## src/rtl/oled_text_streamer_if.sv

```systemverilog
// Byte handshake between the message streamer and the OLED controller.
// The streamer presents a character with send_data_valid and holds it until
// the controller answers with the level signal send_done.
interface oled_text_streamer_if;
    logic [7:0] send_data;
    logic       send_data_valid;
    logic       send_done;

    modport master (
        output send_data,
        output send_data_valid,
        input  send_done
    );

    modport slave (
        input  send_data,
        input  send_data_valid,
        output send_done
    );
endinterface

```

## src/rtl/oled_text_streamer.sv

```systemverilog
// Triggered message streamer for the OLED controller byte handshake.
// Sends the first min(len, MSG_LEN) characters of MSG, optionally repeating,
// with a programmable idle gap after each accepted byte and a clean abort.
//
// state    | meaning
// ---------+---------------------------------------------------------------
// IDLE     | waiting for start; busy drops here
// WAIT_RDY | waiting for send_done low (stale done guard), then present byte
// SEND     | byte presented, holding data/valid until send_done
// GAP      | down-counting idle clocks after an accepted byte
// FINISH   | one cycle that raises the done pulse before returning to IDLE
module oled_text_streamer #(
    parameter int                   MSG_LEN    = 21,
    parameter logic [8*MSG_LEN-1:0] MSG        = "Shriya is a good girl",
    parameter int                   GAP_CYCLES = 0,
    parameter int                   LW         = $clog2(MSG_LEN + 1)
) (
    input  logic                        clock,
    input  logic                        reset_n,
    input  logic                        start,
    input  logic [LW-1:0]               len,
    input  logic                        repeat_en,
    input  logic                        abort,
    oled_text_streamer_if.master        oled,
    output logic                        busy,
    output logic                        done,
    output logic [LW-1:0]               char_index
);

    typedef enum logic [2:0] {
        IDLE     = 3'd0,
        WAIT_RDY = 3'd1,
        SEND     = 3'd2,
        GAP      = 3'd3,
        FINISH   = 3'd4
    } state_t;

    // Gap counter is sized for GAP_CYCLES-1; a zero gap skips the GAP state.
    localparam int            GW         = (GAP_CYCLES > 1) ? $clog2(GAP_CYCLES) : 1;
    localparam logic [GW-1:0] GAP_LOAD   = (GAP_CYCLES > 0) ? GW'(GAP_CYCLES - 1) : '0;
    localparam state_t        AFTER_BYTE = (GAP_CYCLES > 0) ? GAP : WAIT_RDY;
    localparam logic [LW-1:0] LEN_MAX    = LW'(MSG_LEN);

    state_t        state_q, state_d;
    logic [7:0]    data_q, data_d;
    logic          valid_q, valid_d;
    logic          busy_q, busy_d;
    logic          done_q, done_d;
    logic [LW-1:0] idx_q, idx_d;
    logic [LW-1:0] len_q, len_d;
    logic          rep_q, rep_d;
    logic [GW-1:0] gap_q, gap_d;
    logic          abort_q, abort_d;

    logic [LW-1:0]          len_clamped;
    logic [8*MSG_LEN-1:0]   msg_shift;
    logic [7:0]             char_at_idx;
    logic                   last_char;
    logic                   abort_hit;

    // Character idx sits at the MSBs once the message is shifted left by 8*idx.
    assign msg_shift   = MSG << {idx_q, 3'b000};
    assign char_at_idx = msg_shift[8*MSG_LEN-1 -: 8];

    assign len_clamped = (len > LEN_MAX) ? LEN_MAX : len;
    assign last_char   = ((idx_q + LW'(1)) == len_q);

    // A pulse arriving this cycle acts immediately, not one cycle late.
    assign abort_hit   = abort_q | abort;

    // Next-state and next-output decode; every register defaults to holding.
    always_comb begin
        state_d = state_q;
        data_d  = data_q;
        valid_d = valid_q;
        busy_d  = busy_q;
        done_d  = 1'b0;
        idx_d   = idx_q;
        len_d   = len_q;
        rep_d   = rep_q;
        gap_d   = gap_q;
        abort_d = abort_q;

        case (state_q)
            IDLE: begin
                valid_d = 1'b0;
                busy_d  = 1'b0;
                // busy_q is still high for the cycle right after FINISH.
                if (start && !busy_q) begin
                    len_d   = len_clamped;
                    rep_d   = repeat_en;
                    idx_d   = '0;
                    busy_d  = 1'b1;
                    state_d = (len_clamped == '0) ? FINISH : WAIT_RDY;
                end
            end

            WAIT_RDY: begin
                if (abort_hit) begin
                    busy_d  = 1'b0;
                    state_d = IDLE;
                end else if (!oled.send_done) begin
                    data_d  = char_at_idx;
                    valid_d = 1'b1;
                    state_d = SEND;
                end
            end

            SEND: begin
                if (oled.send_done) begin
                    valid_d = 1'b0;
                    if (abort_hit) begin
                        busy_d  = 1'b0;
                        state_d = IDLE;
                    end else if (!last_char) begin
                        idx_d   = idx_q + LW'(1);
                        gap_d   = GAP_LOAD;
                        state_d = AFTER_BYTE;
                    end else if (rep_q) begin
                        idx_d   = '0;
                        gap_d   = GAP_LOAD;
                        state_d = AFTER_BYTE;
                    end else begin
                        state_d = FINISH;
                    end
                end
            end

            GAP: begin
                if (abort_hit) begin
                    busy_d  = 1'b0;
                    state_d = IDLE;
                end else if (gap_q == '0) begin
                    state_d = WAIT_RDY;
                end else begin
                    gap_d = gap_q - GW'(1);
                end
            end

            FINISH: begin
                done_d  = 1'b1;
                state_d = IDLE;
            end

            default: begin
                valid_d = 1'b0;
                busy_d  = 1'b0;
                state_d = IDLE;
            end
        endcase

        // Sticky abort: cleared whenever the engine heads back to IDLE.
        if (state_d == IDLE) begin
            abort_d = 1'b0;
        end else if (abort && busy_q) begin
            abort_d = 1'b1;
        end
    end

    // State and registered outputs; reset drops valid without waiting for a clock.
    always_ff @(posedge clock or negedge reset_n) begin
        if (!reset_n) begin
            state_q <= IDLE;
            data_q  <= 8'h00;
            valid_q <= 1'b0;
            busy_q  <= 1'b0;
            done_q  <= 1'b0;
            idx_q   <= '0;
            len_q   <= '0;
            rep_q   <= 1'b0;
            gap_q   <= '0;
            abort_q <= 1'b0;
        end else begin
            state_q <= state_d;
            data_q  <= data_d;
            valid_q <= valid_d;
            busy_q  <= busy_d;
            done_q  <= done_d;
            idx_q   <= idx_d;
            len_q   <= len_d;
            rep_q   <= rep_d;
            gap_q   <= gap_d;
            abort_q <= abort_d;
        end
    end

    assign oled.send_data       = data_q;
    assign oled.send_data_valid = valid_q;
    assign busy                 = busy_q;
    assign done                 = done_q;
    assign char_index           = idx_q;

endmodule

```

## src/flat_wrapper.sv

```systemverilog
// flat-port wrapper written by rule: the top's interface ports become plain ports
module oled_text_streamer_flat 
#(
    parameter int                   MSG_LEN    = 21,
    parameter logic [8*MSG_LEN-1:0] MSG        = "                     ",
    parameter int                   GAP_CYCLES = 0,
    parameter int                   LW         = $clog2(MSG_LEN + 1)
)
  (clock, reset_n, start, len, repeat_en, abort, busy, done, char_index, oled_send_data, oled_send_data_valid, oled_send_done);
  oled_text_streamer_if oled_i ();
  input  logic clock;
  input  logic reset_n;
  input  logic start;
  input  logic [LW-1:0] len;
  input  logic repeat_en;
  input  logic abort;
  output logic busy;
  output logic done;
  output logic [LW-1:0] char_index;
  output wire logic [$bits(oled_i.send_data)-1:0] oled_send_data;
  output wire logic [$bits(oled_i.send_data_valid)-1:0] oled_send_data_valid;
  input wire logic [$bits(oled_i.send_done)-1:0] oled_send_done;
  assign oled_send_data = oled_i.send_data;
  assign oled_send_data_valid = oled_i.send_data_valid;
  assign oled_i.send_done = oled_send_done;
  oled_text_streamer #(.MSG_LEN(MSG_LEN), .MSG(MSG), .GAP_CYCLES(GAP_CYCLES), .LW(LW)) u_core (.clock(clock), .reset_n(reset_n), .start(start), .len(len), .repeat_en(repeat_en), .abort(abort), .oled(oled_i), .busy(busy), .done(done), .char_index(char_index));
endmodule
```

## config.mk

```make
export PLATFORM = sky130hd
export DESIGN_NAME = oled_text_streamer_flat
export DESIGN_NICKNAME = d
export VERILOG_FILES = /design/src/rtl/oled_text_streamer_if.sv /design/src/rtl/oled_text_streamer.sv /design/src/flat_wrapper.sv
export SDC_FILE = /design/constraint.sdc
export NUM_CORES = 1
export LEC_CHECK = 0
export ABC_CLOCK_PERIOD_IN_PS = 2600
export CORE_MARGIN = 1
export CORE_UTILIZATION = 49
export CTS_CLUSTER_SIZE = 14
export DETAILED_ROUTE_END_ITERATION = 16
export HOLD_SLACK_MARGIN = 0.06
export PLACE_DENSITY_LB_ADDON = 0.08
export SKIP_LAST_GASP = 1
export SLEW_MARGIN = 20
export SYNTH_ARGS = -nofsm -noshare
export SYNTH_HDL_FRONTEND = slang
export SYNTH_SLANG_ARGS = --single-unit
```

## constraint.sdc

```tcl
create_clock -name clock -period 2.6 [get_ports clock]
set_input_delay 0.52 -clock clock [delete_from_list [all_inputs] [get_ports clock]]
set_output_delay 0.52 -clock clock [all_outputs]
set_load 0.05 [all_outputs]
```

== Word level (Yosys, flattened, before mapping) ==
Cells that the tools add are included.
W data, S select, Z words.

* Flip-flop bits (word level): 27
* Input bits: 11
* Output and inout bits: 16
* Word-level logic and storage cells: 84

* Add/subtract/negate cells: 2
* Order comparisons: 1
* Equal/unequal tests: 12
* Shifts and indexed selects: 1
* Multiplexer cells: 36
* Bitwise gates (word level): 5
* Reductions and logical operators: 17

{| class="wikitable"
|+ Operators by type and width
! kind !! count
|-
| $shl A166 B8 Y168 const A || 1
|-
| $mux W3 || 10
|-
| $mux W5 || 6
|-
| $mux W1 || 15
|-
| $pmux W3 S4 || 1
|-
| $ne A2 B2 Y1 const B || 5
|-
| $pmux W5 S2 || 1
|-
| $reduce_and A5 Y1 || 2
|-
| $eq A3 B2 Y1 const B || 2
|-
| $logic_not A3 Y1 || 2
|-
| $reduce_bool A2 Y1 || 3
|-
| $add A5 B1 Y5 const B || 1
|-
| $eq A5 B5 Y1 || 1
|-
| $gt A5 B5 Y1 const B || 1
|-
| $logic_not A5 Y1 || 1
|-
| $not A1 Y1 || 4
|-
| $pmux W1 S4 || 1
|-
| $reduce_and A2 Y1 || 2
|-
| $reduce_and A4 Y1 || 1
|-
| $reduce_or A2 Y1 || 2
|-
| $eq A3 B1 Y1 const B || 1
|-
| $eq A3 B3 Y1 const B || 1
|-
| $ne A3 B2 Y1 const B || 1
|-
| $pmux W1 S3 || 1
|-
| other kinds (7) || 8
|}

== Depth between registers and ports, before layout ==
* Depth after elaboration: 8
* Gate-level depth with buffers: 8
* Mapped depth without buffers: 8

== Worst setup path before layout ==
No wires, ideal clock.

* Path type: flip-flop to flip-flop
* From: register u_core.idx_q[0], in the netlist u_core.char_index[0]
* To: register u_core.idx_q[3], in the netlist u_core.char_index[3]
* Library setup time: 0.122 ns
* Arrival time: 2.212 ns
* Data required time: 2.478 ns
* Slack: 0.267 ns
* Cell stages (with the launch flop): 9
* Buffers on the path: 0
* Period minus slack after synthesis: 2.333 ns
* Cell sequence: dfrtp_1 inv_1 ha_1 xor2_1 a211oi_1 o311ai_2 o21ai_1 nand2_1 a32o_1

* Longest elaborated chain between the ends: 6
* Elaborated cells between the ends (all ways): 8
* Those cells by class: add/sub (1); eq/ne (2); mux (4); reduce/logical (1)

{| class="wikitable"
|+ Ends and longest elaborated chain
! what !! line !! source
|-
| start, declared || oled_text_streamer.sv:49 || <nowiki>logic [LW-1:0] idx_q, idx_d;</nowiki>
|-
| start signal, assigned || oled_text_streamer.sv:179 || <nowiki>idx_q <= idx_d;</nowiki>
|-
| $add A5 B1 Y5 * || oled_text_streamer.sv:66, oled_text_streamer.sv:116 ||
|-
| $eq A5 B5 Y1 || oled_text_streamer.sv:66 || <nowiki>assign last_char = ((idx_q + LW'(1)) == len_q);</nowiki>
|-
| $mux W5 || oled_text_streamer.sv:115 || <nowiki>end else if (!last_char) begin</nowiki>
|-
| $mux W5 || oled_text_streamer.sv:112 || <nowiki>if (abort_hit) begin</nowiki>
|-
| $mux W5 || oled_text_streamer.sv:110 || <nowiki>if (oled.send_done) begin</nowiki>
|-
| $pmux W5 S2 || oled_text_streamer.sv:84 || <nowiki>case (state_q)</nowiki>
|}

Mark *: on every way between the ends. The rest lies on a longest branch, timed or not. The select of a mux whose other input is x is not followed.
A chain may end at the register's enable or synchronous reset.

== Final worst setup path ==
* From: register u_core.idx_q[2], in the netlist u_core.char_index[2]
* To: output port char_index[2]

{| class="wikitable"
|+ RTL lines
! what !! line !! source
|-
| end, declared || flat_wrapper.sv:19 || <nowiki>output logic [LW-1:0] char_index;</nowiki>
|}

No word-level cell between the ends.

==> impl_metrics.env <==
export IMPL_first_iter_violations=11
export IMPL_place_gp_congestion=0.842
export IMPL_synth_compound_area_share_pct=16.8
export IMPL_die_w_um=51.7
export IMPL_hold_violations=0
export IMPL_timing_final_crit_share_pct=86.0
export IMPL_arrival_ns=1.72
export IMPL_clockRootBuffer="clkbuf_4"
export IMPL_grt_start_max_net_pins=20
export IMPL_cts_sinks=19
export IMPL_vias_per_cell=5.58
export IMPL_finalWorstPathRequiredPeriod_ns=2.24
export IMPL_netlist_cell_type_count=48
export IMPL_nets=159
export IMPL_worst_slew_pin_slew_ns=0.500
export IMPL_grt_pass1_vias=900
export IMPL_diodes=0
export IMPL_relSlewSlack_pct=66.5
export IMPL_die_area_mm2=0.00267
export IMPL_r2r_start="u_core.char_index[0]$_DFFE_PN0P_"
export IMPL_synth_top_cell_area_share_pct=39.3
export IMPL_criticalPathCategory="reg -> out"
export IMPL_ios=27
export IMPL_finalSetupViolCount=0
export IMPL_clk_pin_slew_worst_paths_ns=0.11
export IMPL_route_detailed_drc=0
export IMPL_dr_pass1_iters=4
export IMPL_crit_slowest_cell="clkdlybuf4s50_1"
export IMPL_insertion_delay_ns=0.29
export IMPL_cts_resized=0
export IMPL_crit_path_max_fanout=11
export IMPL_ff2ff_setup_slack_ns=0.38
export IMPL_cts_hold_buf=0
export IMPL_cp_required_ns=2.08
export IMPL_post_cts_buffers=0
export IMPL_fmax_mhz=447
export IMPL_total_power_mw=1.06
export IMPL_synthSimpleGateAreaFrac_pct=23.2
export IMPL_reg2reg_to="u_core.char_index[3]$_DFFE_PN0P_"
export IMPL_synthArstFlopShare_pct=100
export IMPL_start_util_pct=53.2
export IMPL_crit_path_end="char_index[2]"
export IMPL_reg2reg_depth=8
export IMPL_synth_seq_area_share_pct=39.3
export IMPL_power_leakage_nw=0.605
export IMPL_path_cells="clkdlybuf4s50_1"
export IMPL_tritoncts="yes"
export IMPL_path_depth=1
export IMPL_drive_above_1_share_pct=13.8
export IMPL_vias=965
export IMPL_portBuffers=19
export IMPL_outcome="complete, no violations"
export IMPL_grt_use_total_pct=19.5
export IMPL_ys_warn_count=0
export IMPL_ir_drop_mv=0.508
export IMPL_synthMuxAreaShare_pct=3.51
export IMPL_htreeDepth=1
export IMPL_wl_per_cell_um=13.6
export IMPL_critPathBufInv=1
export IMPL_path_delay_family="buffers and inverters"
export IMPL_die_y_um=51.7
export IMPL_cp_end_kind="primary output"
export IMPL_ant_nets=0
export IMPL_cts_buffers=3
export IMPL_synth_edf_count=0
export IMPL_crit_path_max_incr_delay_ns=0.87
export IMPL_synth_ff_type="dfrtp_1"
export IMPL_netlist_instances=128
export IMPL_grt_pass1_wl_um=3840
export IMPL_rows=17
export IMPL_synth_top_family_by_area="simple AND/OR/NAND/NOR gates"
export IMPL_yosys_cell_count_top_type="dfrtp_1"
export IMPL_netlist_area_mm2=0.00121
export IMPL_cap_viol_max_count=0
export IMPL_routed_wl_um=2360
export IMPL_syn_to_final_growth_pct=14.0
export IMPL_fin_worst_skew_ns=0.00426
export IMPL_ys_seq_elements=19
export IMPL_hp_class="reg -> reg"
export IMPL_power_density_mw_per_mm2=771
export IMPL_synth_xor_area_share_pct=3.62
export IMPL_slew_violations=0
export IMPL_synth_area_top_cells="dfrtp_1 39%, buf_4 5.0%, nand2_1 3.7%, nor2_1 3.1%, nand3_1 2.5%"
export IMPL_core_mm2=0.00228
export IMPL_cp_startpoint="u_core.char_index[2]$_DFFE_PN0P_"
export IMPL_antenna_found_initial=0
export IMPL_avgSynthCellArea_um2=9.46
export IMPL_synth_common_cells="19 x dfrtp_1, 12 x nand2_1, 10 x nor2_1"
export IMPL_cp_start_kind="flop"
export IMPL_rsz0062_at_grt="no"
export IMPL_yosysTopAreaCell="dfrtp_1"
export IMPL_clockBufferDepth=2
export IMPL_grt_overflow=0
export IMPL_tns_ns=0
export IMPL_dp_hpwl_um=1840
export IMPL_synthAdderAreaFrac_pct=2.07
==> power breakdown <==
group	leakage, nW	total (mW)	internal [mW]	switching (mW)
clock	0.0177	0.147	0.0572	0.0900
sequential	0.247	0.465	0.377	0.0879
combinational	0.341	0.452	0.198	0.254
total	0.605	1.06	0.632	0.432
==> how the worst min path moves through the flow <==
stage                     depth (start not counted)                                   end  slack (ns)                   startpoint
after floorplan                                   0            u_core.abort_q$_DFFE_PN0P_        0.22                      reset_n
after global placement                            2           u_core.len_q[3]$_DFFE_PN0P_        0.49  u_core.len_q[3]$_DFFE_PN0P_
after detailed placement                          2           u_core.len_q[3]$_DFFE_PN0P_        0.50  u_core.len_q[3]$_DFFE_PN0P_
after CTS                                         2           u_core.len_q[3]$_DFFE_PN0P_        0.53  u_core.len_q[3]$_DFFE_PN0P_
after global routing                              2  u_core.oled.send_data[5]$_DFFE_PN0P_        0.55                      reset_n
final                                             2           u_core.len_q[3]$_DFFE_PN0P_        0.53  u_core.len_q[3]$_DFFE_PN0P_
==> tightest hold or removal path: cells and delay by family (launching register included) <==
kind            cells  cell delay, ns
compound gates      1            0.07
flops               1            0.38
simple gates        1            0.05
==> per-layer routing <==
metal  wire, µm  share of wire, %  vias up  track usage (%)
li1           -                 -      468                -
met1       1080                46      463             23.7
met2       1110                47       26             32.5
met3         97               4.1        8             4.09
met4         72               3.0        0             9.46
met5          0                 0        -                0
==> cell families after synthesis <==
kind of cell             after synthesis
AND/OR/NAND/NOR                       50
XOR/XNOR                               5
multiplexers                           4
adder cells (fa/ha/maj)                2
buffers and inverters                 18
other                                  1
AO/OA/AOI/OAI                         29
flip-flops                            19
==> registers in the layout, summed over array words and instances, names as in the netlist <==
| name | cells |
|---|---|
| u_core.char_index | 5 |
| u_core.len_q | 5 |
| u_core.state_q | 3 |
| u_core.abort_q | 1 |
| u_core.busy | 1 |
| u_core.done | 1 |
| u_core.oled.send_data | 1 |
| u_core.oled.send_data_valid | 1 |
| u_core.rep_q | 1 |
==> placed cells by master (no fill, tap or decap), types with 2 or more instances in the layout <==
| cell | Yosys | layout |
|---|---|---|
| clkdlybuf4s50_1 | 0 | 19 |
| dfrtp_1 | 19 | 19 |
| nand2_1 | 12 | 12 |
| nor2_1 | 10 | 10 |
| conb_1 | 1 | 7 |
| nand3_1 | 6 | 6 |
| o21ai_0 | 5 | 5 |
| a21oi_1 | 5 | 5 |
| inv_1 | 4 | 4 |
| o22ai_1 | 4 | 4 |
| nor3_1 | 3 | 3 |
| nor2b_1 | 3 | 3 |
| xnor2_1 | 3 | 3 |
| clkbuf_4 | 0 | 3 |
| and2b_2 | 2 | 2 |
| nor3b_1 | 2 | 2 |
| o21a_1 | 2 | 2 |
| xor2_1 | 2 | 2 |
| a31oi_1 | 2 | 2 |
| mux2i_1 | 2 | 2 |
| and2_2 | 2 | 2 |
| a22o_1 | 2 | 2 |
| mux2_2 | 2 | 2 |
| ha_1 | 2 | 2 |
| buf_4 | 8 | 2 |
==> layout make-up <==
type	instances	area, µm²
fill	224	895
multi-input combinational	97	623
sequential	19	475
timing repair buffer	21	205
tap	28	35.0
clock buffer	3	22.5
inverter	4	15.0
clock inverter	1	5.00
==> metrics by stage <==
stage                     instances  area, µm²  hold slack, ns  setup slack (ns)  utilization (%)
after floorplan                 134       1230           0.224             0.267                -
after global placement          169       1350           0.489             0.426             59.5
after detailed placement        169       1350           0.504             0.398             59.5
after CTS                       173       1380           0.530             0.351             60.7
after global routing            173       1380           0.551             0.186             60.7
final                           173       1380           0.529             0.364             60.7
Power figures use the tool's default switching activity.
